File: src/rtl/mdio_responder.sv
// Clause 22 MDIO management slave: oversamples MDC/MDIO in the fabric clock, decodes frames for PHY_ADDR
// and bridges reads/writes onto a 32 x 16-bit register port.
module mdio_responder #(
   parameter logic [4:0] PHY_ADDR     = 5'd0,
   parameter int         PREAMBLE_MIN = 32
) (
   input  logic        clk,
   input  logic        rst,
   input  logic        mdc,
   input  logic        mdio_in,
   output logic        mdio_out,
   output logic        mdio_oe,
   output logic [4:0]  reg_addr,
   output logic        reg_rd_en,
   input  logic        reg_rd_valid,
   input  logic [15:0] reg_rd_data,
   output logic        reg_wr_en,
   output logic [15:0] reg_wr_data,
   output logic        frame_error
);

   localparam logic [5:0] PRE_MIN = 6'(PREAMBLE_MIN);

   typedef enum logic [3:0] {
      IDLE, ST2, OP, PHYAD, REGAD, SKIP,
      RD_TA1, RD_TA2, RD_DATA, WR_TA1, WR_TA2, WR_DATA
   } state_t;

   state_t      state;
   logic        mdc_meta, mdc_sync, mdc_prev;
   logic        mdio_meta, mdio_sync;
   logic [5:0]  pre_cnt;
   logic [4:0]  bit_cnt;
   logic        op_hi, op_rd;
   logic [4:0]  phyad, regad;
   logic [15:0] shreg;
   logic        rd_got;
   logic [15:0] rd_word;

   logic        mdc_rise;
   logic [15:0] rd_pick;
   logic        rd_none;

   always_comb begin
      mdc_rise = mdc_sync & ~mdc_prev;
      // A strobe arriving exactly on the TA2 edge cycle still counts.
      rd_none  = ~rd_got & ~reg_rd_valid;
      rd_pick  = rd_got ? rd_word : (reg_rd_valid ? reg_rd_data : 16'hFFFF);
   end

   always_ff @(posedge clk or posedge rst) begin
      if (rst) begin
         state       <= IDLE;
         mdc_meta    <= 1'b0;
         mdc_sync    <= 1'b0;
         mdc_prev    <= 1'b0;
         mdio_meta   <= 1'b0;
         mdio_sync   <= 1'b0;
         pre_cnt     <= '0;
         bit_cnt     <= '0;
         op_hi       <= 1'b0;
         op_rd       <= 1'b0;
         phyad       <= '0;
         regad       <= '0;
         shreg       <= '0;
         rd_got      <= 1'b0;
         rd_word     <= '0;
         mdio_out    <= 1'b0;
         mdio_oe     <= 1'b0;
         reg_addr    <= '0;
         reg_rd_en   <= 1'b0;
         reg_wr_en   <= 1'b0;
         reg_wr_data <= '0;
         frame_error <= 1'b0;
      end else begin
         mdc_meta    <= mdc;
         mdc_sync    <= mdc_meta;
         mdc_prev    <= mdc_sync;
         mdio_meta   <= mdio_in;
         mdio_sync   <= mdio_meta;
         reg_rd_en   <= 1'b0;
         reg_wr_en   <= 1'b0;
         frame_error <= 1'b0;

         if ((state == RD_TA1 || state == RD_TA2) && reg_rd_valid && !rd_got) begin
            rd_got  <= 1'b1;
            rd_word <= reg_rd_data;
         end

         if (mdc_rise) begin
            case (state)
               IDLE: begin
                  if (mdio_sync) begin
                     if (pre_cnt != 6'd63) pre_cnt <= pre_cnt + 6'd1;
                  end else begin
                     if (pre_cnt >= PRE_MIN) state <= ST2;
                     pre_cnt <= '0;
                  end
               end
               ST2: begin
                  if (mdio_sync) begin
                     state   <= OP;
                     bit_cnt <= '0;
                  end else begin
                     frame_error <= 1'b1;
                     state       <= IDLE;
                  end
               end
               OP: begin
                  if (bit_cnt == 5'd0) begin
                     op_hi   <= mdio_sync;
                     bit_cnt <= 5'd1;
                  end else begin
                     bit_cnt <= '0;
                     if (op_hi != mdio_sync) begin
                        op_rd <= op_hi;
                        state <= PHYAD;
                     end else begin
                        frame_error <= 1'b1;
                        state       <= IDLE;
                     end
                  end
               end
               PHYAD: begin
                  phyad <= {phyad[3:0], mdio_sync};
                  if (bit_cnt == 5'd4) begin
                     bit_cnt <= '0;
                     state   <= REGAD;
                  end else begin
                     bit_cnt <= bit_cnt + 5'd1;
                  end
               end
               REGAD: begin
                  regad <= {regad[3:0], mdio_sync};
                  if (bit_cnt == 5'd4) begin
                     bit_cnt <= '0;
                     if (phyad == PHY_ADDR) begin
                        reg_addr <= {regad[3:0], mdio_sync};
                        if (op_rd) begin
                           reg_rd_en <= 1'b1;
                           rd_got    <= 1'b0;
                           state     <= RD_TA1;
                        end else begin
                           state <= WR_TA1;
                        end
                     end else begin
                        state <= SKIP;
                     end
                  end else begin
                     bit_cnt <= bit_cnt + 5'd1;
                  end
               end
               SKIP: begin
                  // TA plus 16 data bits of a frame addressed to another PHY.
                  if (bit_cnt == 5'd17) state <= IDLE;
                  else bit_cnt <= bit_cnt + 5'd1;
               end
               RD_TA1: begin
                  mdio_oe  <= 1'b1;
                  mdio_out <= 1'b0;
                  state    <= RD_TA2;
               end
               RD_TA2: begin
                  mdio_out    <= rd_pick[15];
                  shreg       <= {rd_pick[14:0], 1'b0};
                  frame_error <= rd_none;
                  bit_cnt     <= '0;
                  state       <= RD_DATA;
               end
               RD_DATA: begin
                  if (bit_cnt == 5'd15) begin
                     mdio_oe  <= 1'b0;
                     mdio_out <= 1'b0;
                     state    <= IDLE;
                  end else begin
                     mdio_out <= shreg[15];
                     shreg    <= {shreg[14:0], 1'b0};
                     bit_cnt  <= bit_cnt + 5'd1;
                  end
               end
               WR_TA1: begin
                  if (mdio_sync) begin
                     state <= WR_TA2;
                  end else begin
                     frame_error <= 1'b1;
                     state       <= IDLE;
                  end
               end
               WR_TA2: begin
                  if (!mdio_sync) begin
                     bit_cnt <= '0;
                     state   <= WR_DATA;
                  end else begin
                     frame_error <= 1'b1;
                     state       <= IDLE;
                  end
               end
               WR_DATA: begin
                  shreg <= {shreg[14:0], mdio_sync};
                  if (bit_cnt == 5'd15) begin
                     reg_wr_en   <= 1'b1;
                     reg_wr_data <= {shreg[14:0], mdio_sync};
                     state       <= IDLE;
                  end else begin
                     bit_cnt <= bit_cnt + 5'd1;
                  end
               end
               default: state <= IDLE;
            endcase
         end
      end
   end

endmodule

File: config.mk
export PLATFORM = sky130hd
export DESIGN_NAME = mdio_responder
export DESIGN_NICKNAME = d
export VERILOG_FILES = /design/src/rtl/mdio_responder.sv
export SDC_FILE = /design/constraint.sdc
export NUM_CORES = 1
export LEC_CHECK = 0
export CAP_MARGIN = 10
export CORE_AREA = 2 2 118 120
export CTS_BUF_LIST = sky130_fd_sc_hd__clkbuf_16
export DETAILED_ROUTE_END_ITERATION = 6
export DIE_AREA = 0 0 120 122
export PLACE_DENSITY = 0.64
export SKIP_LAST_GASP = 1
export SYNTH_ARGS = -nofsm -noshare
export SYNTH_HDL_FRONTEND = slang
export SYNTH_SLANG_ARGS = --single-unit
File: constraint.sdc
create_clock -name clk -period 6.2 [get_ports clk]
set_clock_uncertainty 0.1 [all_clocks]
set_input_delay 1.55 -clock clk [delete_from_list [all_inputs] [get_ports clk]]
set_output_delay 1.55 -clock clk [all_outputs]
set_load 0.01 [all_outputs]
==> flow_summary.json <==
{
  "fmax_mhz": 298,
  "area_growth_pct": 17.1,
  "timing.final.crit_share_pct": 54.2,
  "slew_viol_final": 0,
  "clkTransAtPathRegs_ns": 0.06,
  "hold_violations": 0,
  "fin_area_um2": 5400,
  "vias": 3342,
  "fp.dieArea_um2": 14600,
  "worstSetupPathType": "in2reg",
  "ys_warn_count": 0,
  "track_usage_pct": 14.1,
  "min_path_type": "reg2reg",
  "wl_per_cell_um": 14.8,
  "tns_ns": 0,
  "cp_max_fo": 18,
  "status": "finished, final reports clean",
  "finalNetCount": 492,
  "gp_congestion": 0.833,
  "endpoint_kind": "flip-flop",
  "crit_family": "buffers and inverters",
  "antenna_found_initial": 0,
  "rsz0062_at_grt": "false",
  "hpwl_um": 6500,
  "fp.dieW_um": 120,
  "ys_types": 68,
  "relSlewSlack_pct": 27.2,
  "critical_path_buf_inv_count": 1,
  "synth.avg_cell_area_um2": 10.7,
  "ys_ff_latch": 90,
  "port_buffers": 46,
  "p_leak_nw": 2.36,
  "crit_path_start": "reg_rd_valid",
  "power_density_nw_per_um2": 218,
  "synth_edf_count": 0,
  "syn_inst": 432,
  "critPathRequiredTime_ns": 6.32,
  "firstDrtPassIters": 6,
  "root_buffer": "clkbuf_16",
  "layout_min_cycle_time_ns": 3.36,
  "syn_area_um2": 4610,
  "hold_ws_ns": 0.252,
  "ant_nets": 0,
  "core_um2": 13500,
  "async_reset_ff_share_pct": 100,
  "rows": 43,
  "cp_cell_sequence": "clkdlybuf4s50_1, nand3_1, nor2_4, mux2_2",
  "cap_viol_max_count": 0,
  "synth_nets": 459,
  "drt_iter0_drc": 326,
  "insertedDiodeCount": 0,
  "start_util_pct": 34.2,
  "tritoncts": "yes",
  "setup_violations": 0,
  "die_height_um": 122,
  "synth_largest_area_cell": "dfrtp_1",
  "drc_errors": 0,
  "synth_most_common_cell": "dfrtp_1",
  "grt_overflow": 0,
  "grt_max_degree": 47,
  "slowest_stage": "clkdlybuf4s50_1",
  "crit-reg2reg-launch": "state[3]$_DFFE_PP0P_",
  "yosysSeqAreaShare_pct": 48.8,
  "io_pins": 47,
  "synth_top_area_share_pct": 48.8,
  "synth_ff_type": "dfrtp_1",
  "htree_levels": 3,
  "grt_pass1_wl_um": 16500,
  "cts_hold_buf": 0,
  "min_from": "mdio_meta$_DFF_PP0_",
  "cts_buffer_depth": 2,
  "synth_area_leaders": "dfrtp_1 49%, mux2_2 7.1%, nand2_1 4.5%",
  "postCtsSetupBuffers": 0,
  "arrival_ns": 3.48,
  "peakVddDrop_v": 0.000115,
  "cts_resized": 0,
  "drive_gt1_share_pct": 15.3,
  "slowest_delay_ns": 0.82,
  "finish.utilization_pct": 40.0,
  "layout.cells.non_filler": 650,
  "clkSinkCount": 90,
  "grt_pass1_vias": 3253,
  "place_area_um2": 5130,
  "insertion_delay_ns": 0.34,
  "placed_cells": 634,
  "cts-buffers-inserted": 9,
  "drt_wl_total_um": 9610,
  "tightest_slew_ns": 1.09,
  "setup.worst_path.start_class": "input pin",
  "via_per_inst": 5.14,
  "yosys-top-cells-count": "90 x dfrtp_1, 55 x nand2_1, 32 x o21ai_0, 29 x mux2_2"
}
per-layer routing:
layer  wire (µm)  GRT usage (%)  vias up
met5           0              0        -
met4         117           4.71        0
met3         441           3.23        8
met2        4500           21.2       75
met1        4560           20.0     1650
li1            -              -     1609
final timing paths:
check,to,slack (ns),depth (start not counted)
max,rd_word[13]$_DFFE_PP0P_,2.84,4
min,mdio_sync$_DFF_PP0_,0.25,0
max reg2reg,shreg[0]$_DFFE_PP0P_,3.11,4
min reg2reg,mdio_sync$_DFF_PP0_,0.25,0
max in group asynchronous,shreg[3]$_DFFE_PP0P_,3.40,3
min in group asynchronous,reg_wr_data[13]$_DFFE_PP0P_,1.54,2
cell type report:
class | instances | area [µm²]
fillers | 1283 | 8100
inverters | 15 | 57.6
repair buffers | 47 | 468
clock inverters | 7 | 46.3
flip-flops and latches | 90 | 2250
clock buffers | 9 | 225
multi-input cells | 302 | 2130
well taps | 180 | 225
placed cells by master (no fill, tap or decap), types with 13 or more instances in the layout:
master / count
mux2_2: 29
o21ai_0: 32
mux2_1: 17
nor2b_1: 17
dfrtp_1: 90
a21oi_1: 13
o21ai_1: 16
o211ai_1: 17
nand2_1: 55
inv_1: 15
clkdlybuf4s50_1: 46
worst register-to-register path, cell delays in order (launching register included):
cell	delay [ns]
dfrtp_1	0.78
nor2b_4	0.35
nand3_1	0.79
a21bo_2	0.69
o31ai_1	0.29
registers in the layout (all words and copies together) (netlist names), 4 cells and up:
| register | flops |
|---|---|
| state | 4 |
| reg_addr | 5 |
| rd_word | 16 |
| reg_wr_data | 16 |
| regad | 4 |
| phyad | 5 |
| shreg | 16 |
| pre_cnt | 6 |
| bit_cnt | 5 |
where the power goes:
| part | switching [W] | internal (W) |
|---|---|---|
| Combinational | 0.0000370 | 0.0000307 |
| Clock | 0.000225 | 0.000270 |
| Sequential | 0.0000164 | 0.000599 |
| Total | 0.000278 | 0.000900 |
per-stage QoR:
step / setup WS, ns / total power [W]
floorplan: 2.21 / 0.000667
global placement: 2.55 / 0.000690
detailed placement: 2.51 / 0.000694
CTS: 2.87 / 0.00119
global route: 2.76 / 0.00123
finish: 2.84 / 0.00118
logic make-up after synthesis:
| logic type | count (synthesis) | share of synthesized area (%) |
|---|---|---|
| compound gates | 102 | 14.4 |
| fa+ha+maj | 6 | 1.63 |
| buf+inv | 40 | 5.04 |
| flops | 90 | 48.8 |
| mux | 51 | 12.7 |
| simple gates | 143 | 17.4 |
Note: power is estimated with default switching activity, not from simulation.
